<file path="src/rtl/fetch_pkg.sv">
// fetch_pkg: state encoding, reset/vector constants and the IF/ID bundle
// shared by the fetch stage and its hold buffer.
package fetch_pkg;

    typedef enum logic [2:0] {
        REQ,
        WAIT,
        HOLD,
        DRAIN,
        PARK
    } fetch_state_t;

    localparam logic [31:0] NOP_WORD_DEF   = 32'h0000_0000;
    localparam logic [31:0] RESET_PC_DEF   = 32'h0000_1000;
    localparam logic [31:0] EXC_VECTOR_DEF = 32'h0000_2000;

    typedef struct packed {
        logic [31:0] instr;
        logic [31:0] pc;
        logic [31:0] pc_next;
        logic        tlb_miss;
        logic        valid;
    } fetch_bundle_t;

    function automatic fetch_bundle_t bubble(input logic [31:0] nop);
        fetch_bundle_t b;
        b.instr    = nop;
        b.pc       = 32'h0;
        b.pc_next  = 32'h0;
        b.tlb_miss = 1'b0;
        b.valid    = 1'b0;
        return b;
    endfunction

    function automatic logic [31:0] word_align(input logic [31:0] a);
        return {a[31:2], 2'b00};
    endfunction

endpackage

</file>
<file path="src/rtl/fetch_if.sv">
// fetch_if: single-outstanding request/response link between the
// fetch stage (master) and the instruction cache (slave).
interface fetch_if;
    logic        req;
    logic [31:0] addr;
    logic        ready;
    logic        rvalid;
    logic [31:0] rdata;
    logic        tlb_miss;

    modport master (
        output req, addr,
        input  ready, rvalid, rdata, tlb_miss
    );

    modport slave (
        input  req, addr,
        output ready, rvalid, rdata, tlb_miss
    );
endinterface

</file>
<file path="src/rtl/fetch_hold_buffer.sv">
// fetch_hold_buffer: one-entry skid buffer that parks a fetched word
// while decode is not accepting.
module fetch_hold_buffer
    import fetch_pkg::*;
#(
    parameter logic [31:0] NOP_WORD = NOP_WORD_DEF
) (
    input  logic          clk,
    input  logic          reset,
    input  logic          load,
    input  logic          drain,
    input  logic          clear,
    input  fetch_bundle_t data_in,
    output fetch_bundle_t data,
    output logic          full
);

    always_ff @(posedge clk) begin
        if (reset || clear) begin
            full <= 1'b0;
            data <= bubble(NOP_WORD);
        end else if (load) begin
            full <= 1'b1;
            data <= data_in;
        end else if (drain) begin
            full <= 1'b0;
        end
    end

endmodule

</file>
<file path="src/rtl/fetch_stage.sv">
// fetch_stage: PC owner, icache requester and IF/ID stage register.
// Define FETCH_PERF_CNT_EN to add perf_fetched / perf_stall_cycles.
module fetch_stage
    import fetch_pkg::*;
#(
    parameter logic [31:0] RESET_PC   = RESET_PC_DEF,
    parameter logic [31:0] EXC_VECTOR = EXC_VECTOR_DEF,
    parameter logic [31:0] NOP_WORD   = NOP_WORD_DEF
) (
    input  logic        clk,
    input  logic        reset,
    input  logic        en_reg,
    input  logic        block_pipe_data_cache,
    input  logic        branch_taken,
    input  logic [31:0] branch_target,
    input  logic        tlb_miss_trap,
    input  logic        iret,
    input  logic [31:0] iret_target,
    fetch_if.master     imem,
    output logic [31:0] instr_out,
    output logic [31:0] pc_out,
    output logic [31:0] pc_next_out,
    output logic        tlb_miss_out,
    output logic        valid_out,
    output logic        icache_stall
`ifdef FETCH_PERF_CNT_EN
    ,
    output logic [31:0] perf_fetched,
    output logic [31:0] perf_stall_cycles
`endif
);

    fetch_state_t  state, state_nxt;
    logic [31:0]   pc, pc_nxt, target;
    fetch_bundle_t stage, stage_nxt, resp, hold_data;
    logic          advance, redirect, resp_take;
    logic          hold_full, hold_load, hold_drain;

    assign advance  = en_reg & ~block_pipe_data_cache;
    assign redirect = tlb_miss_trap | iret | branch_taken;

    always_comb begin
        target = word_align(branch_target);
        if (tlb_miss_trap) begin
            target = word_align(EXC_VECTOR);
        end else if (iret) begin
            target = word_align(iret_target);
        end
    end

    // A response only counts when it answers a live request.
    assign resp_take = (state == WAIT) & imem.rvalid & ~redirect;

    always_comb begin
        resp.instr    = imem.tlb_miss ? NOP_WORD : imem.rdata;
        resp.pc       = pc;
        resp.pc_next  = pc + 32'd4;
        resp.tlb_miss = imem.tlb_miss;
        resp.valid    = 1'b1;
    end

    always_comb begin
        state_nxt  = state;
        pc_nxt     = pc;
        stage_nxt  = stage;
        hold_load  = 1'b0;
        hold_drain = 1'b0;
        if (redirect) begin
            pc_nxt    = target;
            stage_nxt = bubble(NOP_WORD);
            unique case (state)
                REQ:         state_nxt = imem.ready ? DRAIN : REQ;
                WAIT, DRAIN: state_nxt = imem.rvalid ? REQ : DRAIN;
                default:     state_nxt = REQ;
            endcase
        end else begin
            unique case (state)
                REQ: begin
                    if (imem.ready) state_nxt = WAIT;
                end
                WAIT: begin
                    if (imem.rvalid) begin
                        if (imem.tlb_miss) begin
                            state_nxt = PARK;
                        end else if (advance) begin
                            state_nxt = REQ;
                            pc_nxt    = pc + 32'd4;
                        end else begin
                            state_nxt = HOLD;
                        end
                    end
                end
                HOLD: begin
                    if (advance) begin
                        state_nxt = REQ;
                        pc_nxt    = pc + 32'd4;
                    end
                end
                DRAIN: begin
                    if (imem.rvalid) state_nxt = REQ;
                end
                default: state_nxt = state;
            endcase
            if (advance) begin
                if (resp_take) begin
                    stage_nxt = resp;
                end else if (hold_full) begin
                    stage_nxt  = hold_data;
                    hold_drain = 1'b1;
                end else begin
                    stage_nxt = bubble(NOP_WORD);
                end
            end else if (resp_take) begin
                hold_load = 1'b1;
            end
        end
    end

    always_ff @(posedge clk) begin
        if (reset) begin
            state <= REQ;
            pc    <= RESET_PC;
            stage <= bubble(NOP_WORD);
        end else begin
            state <= state_nxt;
            pc    <= pc_nxt;
            stage <= stage_nxt;
        end
    end

    fetch_hold_buffer #(
        .NOP_WORD(NOP_WORD)
    ) u_hold (
        .clk     (clk),
        .reset   (reset),
        .load    (hold_load),
        .drain   (hold_drain),
        .clear   (redirect),
        .data_in (resp),
        .data    (hold_data),
        .full    (hold_full)
    );

    assign imem.req  = (state == REQ) & ~reset;
    assign imem.addr = pc;

    assign icache_stall = ((state == REQ) | (state == WAIT) | (state == DRAIN))
                        & ~resp_take;

    assign instr_out    = stage.instr;
    assign pc_out       = stage.pc;
    assign pc_next_out  = stage.pc_next;
    assign tlb_miss_out = stage.tlb_miss;
    assign valid_out    = stage.valid;

`ifdef FETCH_PERF_CNT_EN
    logic fetched;

    assign fetched = advance & ~redirect & (resp_take | hold_full);

    always_ff @(posedge clk) begin
        if (reset) begin
            perf_fetched      <= 32'h0;
            perf_stall_cycles <= 32'h0;
        end else begin
            if (fetched && perf_fetched != 32'hFFFF_FFFF)
                perf_fetched <= perf_fetched + 32'd1;
            if (icache_stall && perf_stall_cycles != 32'hFFFF_FFFF)
                perf_stall_cycles <= perf_stall_cycles + 32'd1;
        end
    end
`endif

endmodule

</file>
<file path="src/flat_wrapper.sv">
// flat-port wrapper written by rule: the top's interface ports become plain ports
module fetch_stage_flat import fetch_pkg::*;
#(
    parameter logic [31:0] RESET_PC   = RESET_PC_DEF,
    parameter logic [31:0] EXC_VECTOR = EXC_VECTOR_DEF,
    parameter logic [31:0] NOP_WORD   = NOP_WORD_DEF
)
  (clk, reset, en_reg, block_pipe_data_cache, branch_taken, branch_target, tlb_miss_trap, iret, iret_target, instr_out, pc_out, pc_next_out, tlb_miss_out, valid_out, icache_stall, imem_req, imem_addr, imem_ready, imem_rvalid, imem_rdata, imem_tlb_miss);
  fetch_if imem_i ();
  input  logic clk;
  input  logic reset;
  input  logic en_reg;
  input  logic block_pipe_data_cache;
  input  logic branch_taken;
  input  logic [31:0] branch_target;
  input  logic tlb_miss_trap;
  input  logic iret;
  input  logic [31:0] iret_target;
  output logic [31:0] instr_out;
  output logic [31:0] pc_out;
  output logic [31:0] pc_next_out;
  output logic tlb_miss_out;
  output logic valid_out;
  output logic icache_stall;
  output wire logic [$bits(imem_i.req)-1:0] imem_req;
  output wire logic [$bits(imem_i.addr)-1:0] imem_addr;
  input wire logic [$bits(imem_i.ready)-1:0] imem_ready;
  input wire logic [$bits(imem_i.rvalid)-1:0] imem_rvalid;
  input wire logic [$bits(imem_i.rdata)-1:0] imem_rdata;
  input wire logic [$bits(imem_i.tlb_miss)-1:0] imem_tlb_miss;
  assign imem_req = imem_i.req;
  assign imem_addr = imem_i.addr;
  assign imem_i.ready = imem_ready;
  assign imem_i.rvalid = imem_rvalid;
  assign imem_i.rdata = imem_rdata;
  assign imem_i.tlb_miss = imem_tlb_miss;
  fetch_stage #(.RESET_PC(RESET_PC), .EXC_VECTOR(EXC_VECTOR), .NOP_WORD(NOP_WORD)) u_core (.clk(clk), .reset(reset), .en_reg(en_reg), .block_pipe_data_cache(block_pipe_data_cache), .branch_taken(branch_taken), .branch_target(branch_target), .tlb_miss_trap(tlb_miss_trap), .iret(iret), .iret_target(iret_target), .imem(imem_i), .instr_out(instr_out), .pc_out(pc_out), .pc_next_out(pc_next_out), .tlb_miss_out(tlb_miss_out), .valid_out(valid_out), .icache_stall(icache_stall));
endmodule
</file>
<file path="config.mk">
export PLATFORM = sky130hd
export DESIGN_NAME = fetch_stage_flat
export DESIGN_NICKNAME = d
export VERILOG_FILES = /design/src/rtl/fetch_pkg.sv /design/src/rtl/fetch_if.sv /design/src/rtl/fetch_hold_buffer.sv /design/src/rtl/fetch_stage.sv /design/src/flat_wrapper.sv
export SDC_FILE = /design/constraint.sdc
export NUM_CORES = 1
export LEC_CHECK = 0
export ABC_CLOCK_PERIOD_IN_PS = 3550
export CAP_MARGIN = 25
export CORE_MARGIN = 2
export CORE_UTILIZATION = 40
export DETAILED_ROUTE_END_ITERATION = 10
export GPL_TIMING_DRIVEN = 0
export PLACE_DENSITY_LB_ADDON = 0.15
export SYNTH_ARGS = -nofsm -noshare
export SYNTH_HDL_FRONTEND = slang
export SYNTH_SLANG_ARGS = --single-unit
</file>
<file path="constraint.sdc">
create_clock -name clk -period 3.55 [get_ports clk]
set_clock_uncertainty 0.05 [all_clocks]
set_input_delay 0.355 -clock clk [delete_from_list [all_inputs] [get_ports clk]]
set_output_delay 0.355 -clock clk [all_outputs]
set_load 0.005 [all_outputs]
</file>
==> run_results.csv <==
group,metric,value,unit
floorplan,ios,238,
layout,diodes,0,
timing,rsz0062_at_grt,"false",
setup_path,start_kind,"flip-flop",
timing,fin_tns_setup,0,ns
route,drc,0,
global_route,gr-usage-all-layers,0.280,
synthesis,syn_area_per_cell,7.99,um^2
place,place_area,13500,um^2
power_and_ir_drop,p_comb_frac,0.102,
clock_network,postCtsSetupBuffers,0,
synthesis,postSynthCellCount,1352,
clock_network,cts.path.max_buffers,3,
floorplan,design.core.area,26700,um^2
timing,drv_slew,0,
global_route,grt_pass1_wl,62300,um
timing,timing.final.ws_setup,0.257,ns
floorplan,dieArea,28300,um^2
layout,drive_gt1_frac,0.0713,
synthesis,synth_edf_count,0,
setup_path,cp.arrival,2.89,ns
timing,tightest_slew,0.930,ns
layout,utilization,0.535,
route,num_vias,11300,
route,routed_wl,41000,um
clock_network,clock-root-buffer,"clkbuf_16",
synthesis,netlist_area,10800,um^2
place,io_buffer_count,227,
setup_path,cp.required,3.14,ns
synthesis,yosys.area.top_type,"dfxtp_1",
route,wire_per_inst,20.8,um
floorplan,rows,60,
global_route,overflow,0,
global_route,antenna_found_initial,0,
power_and_ir_drop,pwr-share-clk,0.450,
synthesis,async_flop_share,0,
power_and_ir_drop,irDropWorstVdd,0.000284,V
floorplan,die_h,168,um
timing,finalHoldViolations,0,
clock_network,path_clk_slew,0.06,ns
route,drt-initial-drc-count,1231,
layout,fin_area,14300,um^2
place,dpl.hpwl,29900,um
synthesis,yosys.area.top_type_share,0.411,
global_route,grt_start_max_net_pins,20,
synthesis,yosys_warnings,0,
setup_path,critPathKind,"reg2out",
power_and_ir_drop,netSwitchingPower,1.40,mW
synthesis,yosysSeqAreaShare,0.411,
min_path,holdPathStages,3,
global_route,grt_pass1_vias,10700,
timing,setup_viol,0,
clock_network,clock-sinks,222,
flow_run,drv_cap,0,
route,drtAntennaViolNets,0,
synthesis,synthTopCellsByArea,"dfxtp_1, a311oi_1, nand2_1",
power_and_ir_drop,powerDensity,397,nW/um^2
route,post_drt_via_cell_ratio,5.75,
setup_path,crit_fanout,19,
timing,min_period_over_period,0.928,
layout,fin_cells,1967,
layout,areaGrowthSynthToFinish,32.5,%
clock_network,cts_buffers,25,
min_path,hp-class,"in2reg",
place,dp_cells,1926,
clock_network,insertion_delay,0.52,ns
place,pre_cts_slack,-0.337,ns
setup_path,r2r_cells,8,
clock_network,tritoncts,"built",
synthesis,ys_ff_latch,222,
timing,slew-limit-headroom,0.380,
route,detailedRoute.firstPassIterationCount,6,
synthesis,ys.flop_type,"dfxtp_1",
floorplan,initial_core_util,0.404,
power_and_ir_drop,seqPwrFrac,0.448,
power_and_ir_drop,p_leak,4.51,nW
outcome,status,"finished, final reports clean",
clock_network,h-tree-depth,1,
synthesis,synth.distinct_cells,66,
power_and_ir_drop,internal_power,4.28,mW
setup_path,critPathCaptureType,"primary output",
timing,finalCriticalPeriod,3.29,ns
floorplan,die_w,168,um
setup_path,r2r_setup_slack,0.49,ns
place,gp_congestion,0.931,
timing,max_freq,0.304,GHz
layout,layout.nets,1718,
power_and_ir_drop,switching_share,0.246,
-- stage by stage --
stage                     hold WS, ns  total power [mW]
after CTS                       0.385              5.68
after detailed placement        0.396              3.16
after global placement          0.388              3.16
final                           0.393              5.67
after global routing            0.402              5.83
after floorplan                 0.386              2.86
-- worst paths after layout --
check                         start                      to
max                 u_core.state[0]            icache_stall
min                   imem_rdata[4]  u_core.u_hold.data[70]
max reg2reg         u_core.state[0]  u_core.u_hold.data[64]
min reg2reg  u_core.u_hold.data[84]  u_core.u_hold.data[84]
-- critical path, stage by stage, from the launching register on --
cell and delay, ns:
dfxtp_1 0.30, clkbuf_1 0.31, nand3b_1 0.18, nor3_1 0.36, clkbuf_2 0.56, nor3_1 0.16
clkdlybuf4s50_1 0.48
-- per-layer routing --
layer  vias to the layer above  global-route usage  wire [um]
met2                       561               0.463      18700
met1                      5340               0.378      17800
met5                         -                   0          0
met4                         0              0.0712        980
met3                        73              0.0496       3510
li1                       5339                   -          -
-- flip-flops by register name (all words and copies together) (netlist names) --
name	count
u_core.valid_out	1
u_core.u_hold.full	1
u_core.instr_out	32
u_core.pc_out	30
u_core.u_hold.data	94
u_core.state	3
u_core.tlb_miss_out	1
u_core.pc_next_out	30
u_core.imem.addr	30
-- power by group through the flow --
stage	logic (mW)	registers [mW]	clock network [mW]
after floorplan	0.276	2.59	0
after global placement	0.566	2.60	0
after detailed placement	0.567	2.60	0
after CTS	0.571	2.54	2.57
after global routing	0.620	2.54	2.67
final	0.578	2.54	2.55
-- layout by cell type, fill, tap and decap left out, drive strengths merged, types with 62 or more instances in the layout --
cell	instances
clkbuf	147
a311oi	69
nand2	160
buf	62
nor2	150
clkdlybuf4s50	227
nand3b	66
dfxtp	222
nand3	85
a21oi	118
-- timing repair --
action | in CTS | in global routing
hold buffers | 0 | 0
gates resized for setup | 1 | 1
endpoints found under the setup margin | 1 | 10
-- logic make-up after synthesis --
family | Yosys count | synth area share
XOR/XNOR | 27 | 0.0219
multiplexers | 24 | 0.0232
AND/OR/NAND/NOR | 560 | 0.256
adder cells (fa/ha/maj) | 1 | 0.00116
other | 1 | 0.000347
buffers and inverters | 185 | 0.0789
flip-flops | 222 | 0.411
AO/OA/AOI/OAI | 332 | 0.207
-- cell usage after synthesis, types with 9 or more instances --
cell type	n
a211oi_1	35
a21oi_1	118
a311oi_1	69
a31oi_1	12
buf_1	15
buf_4	37
clkbuf_1	113
dfxtp_1	222
inv_1	9
mux2i_1	16
nand2_1	160
nand3_1	84
nand3b_1	66
nand4_1	11
nor2_1	150
nor3_1	33
nor4_1	12
o21ai_0	46
xnor2_1	23
-- final cells by class --
cell class | count | area, um^2
tap | 341 | 427
clock inverter | 8 | 95.1
inverter | 10 | 37.5
multi-input combinational | 950 | 5530
sequential | 222 | 4440
buffer | 174 | 812
clock buffer | 34 | 689
timing repair buffer | 228 | 2280
fill | 2594 | 12400
Power figures use the tool's default switching activity.
